`src/rtl/debounce_sync_if.sv`:
```
// ----------------------------------------------------------------------------
// debounce_sync_if
// Bundles the conditioning stage's raw inputs, sample tick and conditioned
// outputs. The slave side is the debounce block. The master side is whoever
// drives the raw lines and consumes the clean levels and pulses.
// Optional macro DEBOUNCE_GLITCH_CNT_EN adds the 16-bit glitch_cnt signal.
// ----------------------------------------------------------------------------
interface debounce_sync_if #(
    parameter int WIDTH = 1
);
    logic [WIDTH-1:0] din;        // raw asynchronous inputs
    logic             sample_en;  // debounce sample tick
    logic [WIDTH-1:0] dout;       // debounced, synchronized level
    logic [WIDTH-1:0] rise;       // one-cycle 0->1 pulse per bit
    logic [WIDTH-1:0] fall;       // one-cycle 1->0 pulse per bit
`ifdef DEBOUNCE_GLITCH_CNT_EN
    logic [15:0]      glitch_cnt; // saturating count of aborted transitions

    modport master (
        output din,
        output sample_en,
        input  dout,
        input  rise,
        input  fall,
        input  glitch_cnt
    );

    modport slave (
        input  din,
        input  sample_en,
        output dout,
        output rise,
        output fall,
        output glitch_cnt
    );
`else
    modport master (
        output din,
        output sample_en,
        input  dout,
        input  rise,
        input  fall
    );

    modport slave (
        input  din,
        input  sample_en,
        output dout,
        output rise,
        output fall
    );
`endif
endinterface

```
`src/rtl/debounce_sync.sv`:
```
// ----------------------------------------------------------------------------
// debounce_sync
// Input conditioning for asynchronous external lines. Each bit runs through a
// SYNC_STAGES-deep flop chain and then its own debounce counter. A new level
// is accepted only after DEBOUNCE_CYCLES consecutive qualifying samples that
// disagree with the current output. Accepted changes produce registered,
// single-cycle rise/fall pulses that align with the new dout value.
//
// Optional macro DEBOUNCE_GLITCH_CNT_EN adds a saturating 16-bit counter of
// aborted transitions (edges where a partially counted change collapses).
// With the macro undefined that counter and its port do not exist.
// ----------------------------------------------------------------------------
module debounce_sync #(
    parameter int WIDTH           = 1,
    parameter int SYNC_STAGES     = 2,
    parameter int DEBOUNCE_CYCLES = 4
) (
    input  logic           clk,
    input  logic           reset_n,
    debounce_sync_if.slave bus
);

    // Counter only needs to reach DEBOUNCE_CYCLES-1; sized with one spare code.
    localparam int CNT_W = $clog2(DEBOUNCE_CYCLES + 1);

    // Terminal count: the sample that, if still disagreeing, commits the change.
    localparam logic [CNT_W-1:0] CNT_LAST = CNT_W'(DEBOUNCE_CYCLES - 1);
    localparam logic [CNT_W-1:0] CNT_ONE  = CNT_W'(1);

    // ------------------------------------------------------------------------
    // Elaboration-time sanity checks on the configuration.
    // ------------------------------------------------------------------------
    generate
        if (SYNC_STAGES < 2) begin : g_bad_sync
            $error("debounce_sync: SYNC_STAGES must be at least 2");
        end
        if (DEBOUNCE_CYCLES < 1) begin : g_bad_deb
            $error("debounce_sync: DEBOUNCE_CYCLES must be at least 1");
        end
        if (WIDTH < 1) begin : g_bad_width
            $error("debounce_sync: WIDTH must be at least 1");
        end
    endgenerate

    // Module-level views of the per-bit state, assembled bit by bit below.
    logic [WIDTH-1:0] sync_w;
    logic [WIDTH-1:0] dout_w;
    logic [WIDTH-1:0] rise_w;
    logic [WIDTH-1:0] fall_w;

`ifdef DEBOUNCE_GLITCH_CNT_EN
    // One bit per lane: set when that lane abandons a partial count this edge.
    logic [WIDTH-1:0] abort_w;
`endif

    // Single sample tick shared by all lanes.
    logic sample_en_w;
    assign sample_en_w = bus.sample_en;

    // ------------------------------------------------------------------------
    // Per-bit lanes: synchronizer, debounce counter, level and edge pulses.
    // Lanes share nothing except the sample tick, so they behave identically
    // and independently; simultaneous changes give simultaneous pulses.
    // ------------------------------------------------------------------------
    generate
        for (genvar gi = 0; gi < WIDTH; gi++) begin : g_bit
            // Synchronizer chain; din feeds nothing else in this design.
            (* ASYNC_REG = "TRUE" *) logic [SYNC_STAGES-1:0] chain_q;

            logic [CNT_W-1:0] cnt_q;
            logic [CNT_W-1:0] cnt_d;
            logic             level_q;
            logic             level_d;
            logic             rise_q;
            logic             rise_d;
            logic             fall_q;
            logic             fall_d;
            logic             sync_bit;
            logic             differs;
            logic             at_last;

            // Shift the raw input through the metastability chain.
            always_ff @(posedge clk or negedge reset_n) begin
                if (!reset_n) begin
                    chain_q <= '0;
                end else begin
                    chain_q <= {chain_q[SYNC_STAGES-2:0], bus.din[gi]};
                end
            end

            assign sync_bit = chain_q[SYNC_STAGES-1];
            assign differs  = sync_bit ^ level_q;
            assign at_last  = (cnt_q == CNT_LAST);

            // Debounce decision: clear on agreement, hold without a tick,
            // count on a disagreeing tick, commit on the terminal tick.
            always_comb begin
                cnt_d   = cnt_q;
                level_d = level_q;
                rise_d  = 1'b0;
                fall_d  = 1'b0;
                if (!differs) begin
                    cnt_d = '0;
                end else if (sample_en_w) begin
                    if (at_last) begin
                        cnt_d   = '0;
                        level_d = sync_bit;
                        rise_d  = sync_bit;
                        fall_d  = ~sync_bit;
                    end else begin
                        cnt_d = cnt_q + CNT_ONE;
                    end
                end
            end

            // Register counter, accepted level and the edge pulses together so
            // a pulse is high exactly in the cycle the new level is visible.
            always_ff @(posedge clk or negedge reset_n) begin
                if (!reset_n) begin
                    cnt_q   <= '0;
                    level_q <= 1'b0;
                    rise_q  <= 1'b0;
                    fall_q  <= 1'b0;
                end else begin
                    cnt_q   <= cnt_d;
                    level_q <= level_d;
                    rise_q  <= rise_d;
                    fall_q  <= fall_d;
                end
            end

            assign sync_w[gi] = sync_bit;
            assign dout_w[gi] = level_q;
            assign rise_w[gi] = rise_q;
            assign fall_w[gi] = fall_q;

`ifdef DEBOUNCE_GLITCH_CNT_EN
            // A nonzero count that meets an agreeing sample is a rejected glitch.
            assign abort_w[gi] = (cnt_q != '0) && !differs;
`endif
        end
    endgenerate

    // ------------------------------------------------------------------------
    // Output assembly.
    // ------------------------------------------------------------------------
    assign bus.dout = dout_w;
    assign bus.rise = rise_w;
    assign bus.fall = fall_w;

`ifdef DEBOUNCE_GLITCH_CNT_EN
    // ------------------------------------------------------------------------
    // Glitch counter: at most one increment per edge however many lanes
    // abort together; sticks at all-ones so a busy line never looks quiet.
    // ------------------------------------------------------------------------
    logic [15:0] glitch_cnt_q;
    logic [15:0] glitch_cnt_d;

    // Next-state for the saturating glitch counter.
    always_comb begin
        glitch_cnt_d = glitch_cnt_q;
        if ((|abort_w) && (glitch_cnt_q != 16'hFFFF)) begin
            glitch_cnt_d = glitch_cnt_q + 16'd1;
        end
    end

    // Glitch counter register; only reset clears it.
    always_ff @(posedge clk or negedge reset_n) begin
        if (!reset_n) begin
            glitch_cnt_q <= '0;
        end else begin
            glitch_cnt_q <= glitch_cnt_d;
        end
    end

    assign bus.glitch_cnt = glitch_cnt_q;
`endif

endmodule
```
`src/flat_wrapper.sv`:
```
// flat-port wrapper written by rule: the top's interface ports become plain ports
module debounce_sync_flat 
#(
    parameter int WIDTH           = 1,
    parameter int SYNC_STAGES     = 2,
    parameter int DEBOUNCE_CYCLES = 4
)
  (clk, reset_n, bus_din, bus_sample_en, bus_dout, bus_rise, bus_fall);
  debounce_sync_if #(.WIDTH(WIDTH)) bus_i ();
  input  logic clk;
  input  logic reset_n;
  input wire logic [$bits(bus_i.din)-1:0] bus_din;
  input wire logic [$bits(bus_i.sample_en)-1:0] bus_sample_en;
  output wire logic [$bits(bus_i.dout)-1:0] bus_dout;
  output wire logic [$bits(bus_i.rise)-1:0] bus_rise;
  output wire logic [$bits(bus_i.fall)-1:0] bus_fall;
  assign bus_i.din = bus_din;
  assign bus_i.sample_en = bus_sample_en;
  assign bus_dout = bus_i.dout;
  assign bus_rise = bus_i.rise;
  assign bus_fall = bus_i.fall;
  debounce_sync #(.WIDTH(WIDTH), .SYNC_STAGES(SYNC_STAGES), .DEBOUNCE_CYCLES(DEBOUNCE_CYCLES)) u_core (.clk(clk), .reset_n(reset_n), .bus(bus_i));
endmodule
```
`config.mk`:
```
export PLATFORM = sky130hd
export DESIGN_NAME = debounce_sync_flat
export DESIGN_NICKNAME = d
export VERILOG_FILES = /design/src/rtl/debounce_sync_if.sv /design/src/rtl/debounce_sync.sv /design/src/flat_wrapper.sv
export SDC_FILE = /design/constraint.sdc
export NUM_CORES = 1
export LEC_CHECK = 0
export ABC_AREA = 1
export CORE_AREA = 2 2 39 41
export CTS_CLUSTER_DIAMETER = 150
export CTS_CLUSTER_SIZE = 8
export DETAILED_ROUTE_END_ITERATION = 8
export DIE_AREA = 0 0 41 43
export GPL_ROUTABILITY_DRIVEN = 0
export PLACE_DENSITY_LB_ADDON = 0.15
export SLEW_MARGIN = 20
export SYNTH_ARGS = -nofsm -noshare
export SYNTH_HDL_FRONTEND = slang
export SYNTH_SLANG_ARGS = --single-unit
```
`constraint.sdc`:
```
create_clock -name clk -period 0.9 [get_ports clk]
set_input_delay 0.09 -clock clk [delete_from_list [all_inputs] [get_ports clk]]
set_output_delay 0.09 -clock clk [all_outputs]
set_load 0.05 [all_outputs]
```
==> results.yml <==
outcome:
  run_status: "finished, violations left"
  violations: "negative setup slack"
global_routing:
  grt_pass1_vias: 255
  grt_max_degree: 9
  use_met2: 0.134
  grt_pass1_wl_um: 1020
  track_usage: 0.0922
  grt-busiest-layer: "met2"
  grtUsageMet1: 0.0993
  antenna_found_initial: 0
  gr-total-overflow: 0
  met3_usage: 0.0471
pwr:
  peakVddDrop_v: 0.000892
  power.density_mw_per_mm2: 2480
  p_leak_nw: 0.241
final_layout:
  n_antenna_cell: 0
  syn_to_final_growth_pct: 52.8
  num-nets-final: 54
  final_cell_mix: "nand2_1 (10), dfrtp_1 (7), inv_1 (5)"
  instances_no_fill: 64
  final_common_cell: "nand2_1"
  drive_above_1_share: 0.375
routing:
  via_per_inst: 3.98
  wl_per_cell_um: 9.42
  antenna_left: 0
  route.detailed.drc: 0
  firstDrtPassIters: 2
  vias: 255
  first_iter_violations: 2
  drt-total-wl_um: 603
critical_path:
  cpMaxStageDelayCell: "dfrtp_1"
  worstPathArrival_ns: 1.17
  path_buf_inv: 1
  crit_type: "reg2reg"
  critPathMaxStageDelay_ns: 0.41
  path_cells: "ha_4 > nand2_1 > inv_1 > nand2_1 > a21oi_2"
  crit_fanout: 2
  cp-end-kind: "flop"
  path_delay_family: "flip-flops"
  cpMostUsedCell: "nand2_1"
  start_kind: "flop"
  timing.rr.start: "u_core.g_bit[0].cnt_q[0]$_DFFE_PN0P_"
  cp.required_ns: 1.09
  crit_start: "u_core.g_bit[0].cnt_q[0]$_DFFE_PN0P_"
timing:
  drv_slew: 0
  skew_ns: 0.000492
  max_slew_margin: 0.768
  worst_pin_slew_ns: 0.347
  hold_viol: 0
  tns_ns: -0.226
  setup_viol: 4
  period_share: 1.09
  setup_ws_ns: -0.0835
  rsz0062_at_grt: "yes"
  period_needed_ns: 0.984
  fmax_ghz: 1.02
clock_tree:
  clockBufferDepth: 2
  cts_tree: "built"
  cts_root_buffer: "clkbuf_4"
  cts_made_buffers: 3
  htree_levels: 1
  clock_latency_ns: 0.25
  path_clk_slew_ns: 0.06
  clock_sinks: 8
  postCtsHoldBufs: 0
die:
  initial_core_util: 0.245
  std_cell_rows: 14
  die_w_um: 41
  die-area_sq_mm: 0.00176
  io_pins: 7
  core_area_sq_mm: 0.00138
  die_h_um: 43
synth:
  synth-warning-count: 0
  synth.top_cells.by_area: "dfrtp_1 (59%), nand2_1 (12%), inv_1 (6.6%)"
  syn_inst: 35
  syn_area_per_cell_sq_um: 9.69
  seq_area_frac_synth: 0.590
  synth_top_cell_area_share: 0.590
  ys_ff_latch: 8
  syn_area_sq_um: 339
  yosysTopAreaCell: "dfrtp_1"
  ys_types: 11
  synth_nets: 40
run:
  drv_cap: 0
place:
  dp_hpwl_um: 423
  portBuffers: 6
  post-place-ws_ns: -0.186
  dp_cells: 57
min_path:
  worst_hold_path_type: "in2async"
## worst paths after layout
path	slack, ns	cells after the start	end
worst min-delay path	0.11	1	u_core.g_bit[0].cnt_q[2]$_DFFE_PN0P_
worst min register to register	0.36	0	u_core.g_bit[0].chain_q[1]$_DFF_PN0_
worst max-delay path	-0.08	5	u_core.g_bit[0].cnt_q[1]$_DFFE_PN0P_
min in group clk	0.27	1	u_core.g_bit[0].chain_q[0]$_DFF_PN0_
max in group asynchronous	0.52	1	u_core.bus.dout$_DFFE_PN0P_
worst max register to register	-0.08	5	u_core.g_bit[0].cnt_q[1]$_DFFE_PN0P_
## logic make-up after synthesis
family | after synthesis | synth area share
and+or+nand+nor | 18 | 0.266
DFF | 8 | 0.590
buffers and inverters | 6 | 0.0664
AOI/OAI and AO/OA | 2 | 0.0406
adders and majority gates | 1 | 0.0369
## layer usage
layer | up-vias | wire length (um)
li1 | 133 | -
met1 | 117 | 237
met2 | 5 | 339
met3 | 0 | 25
met4 | 0 | 0
met5 | - | 0
## where the power goes
| part | internal, mW | leakage, nW | switching (mW) |
|---|---|---|---|
| Combinational | 0.253 | 0.123 | 0.236 |
| Clock | 0.170 | 0.0150 | 0.124 |
| Sequential | 0.423 | 0.103 | 0.0770 |
| Total | 0.845 | 0.241 | 0.438 |
## cells in the mapped netlist
library cell  instances
nand3_2               1
nand3_1               1
nor2_1                2
o21ai_1               1
ha_1                  1
inv_1                 6
dfrtp_1               8
nand2_2               1
nor3_2                2
a21oi_2               1
nand2_1              11
## final cells by class
type	count	area, sq um
clock buffer	4	26.3
fill	144	866
inverter	6	22.5
multi-input combinational	21	131
sequential	8	201
tap	16	20.0
timing repair buffer	9	116
## sequential cells by signal, indices dropped and copies added, names as in the netlist
name,cells
u_core.g_bit.chain_q,2
u_core.bus.fall,1
u_core.g_bit.cnt_q,3
u_core.bus.rise,1
u_core.bus.dout,1
## metrics by stage
stage / hold WS (ns) / util / instance area, sq um / total power [mW]
after floorplan: -0.206 / - / 340 / 0.707
after global placement: 0.339 / 0.325 / 450 / 0.844
after detailed placement: 0.347 / 0.325 / 450 / 0.867
after CTS: 0.109 / 0.370 / 512 / 1.29
after global routing: 0.130 / 0.374 / 518 / 1.39
final: 0.109 / 0.374 / 518 / 1.28
## repair_timing
item	in CTS	in global routing
hold endpoints to repair	0	0
setup endpoints to repair	9	9
pin swaps	1	2
gates resized for setup	2	2
setup buffers	3	0
(Power assumes the default switching activity.)
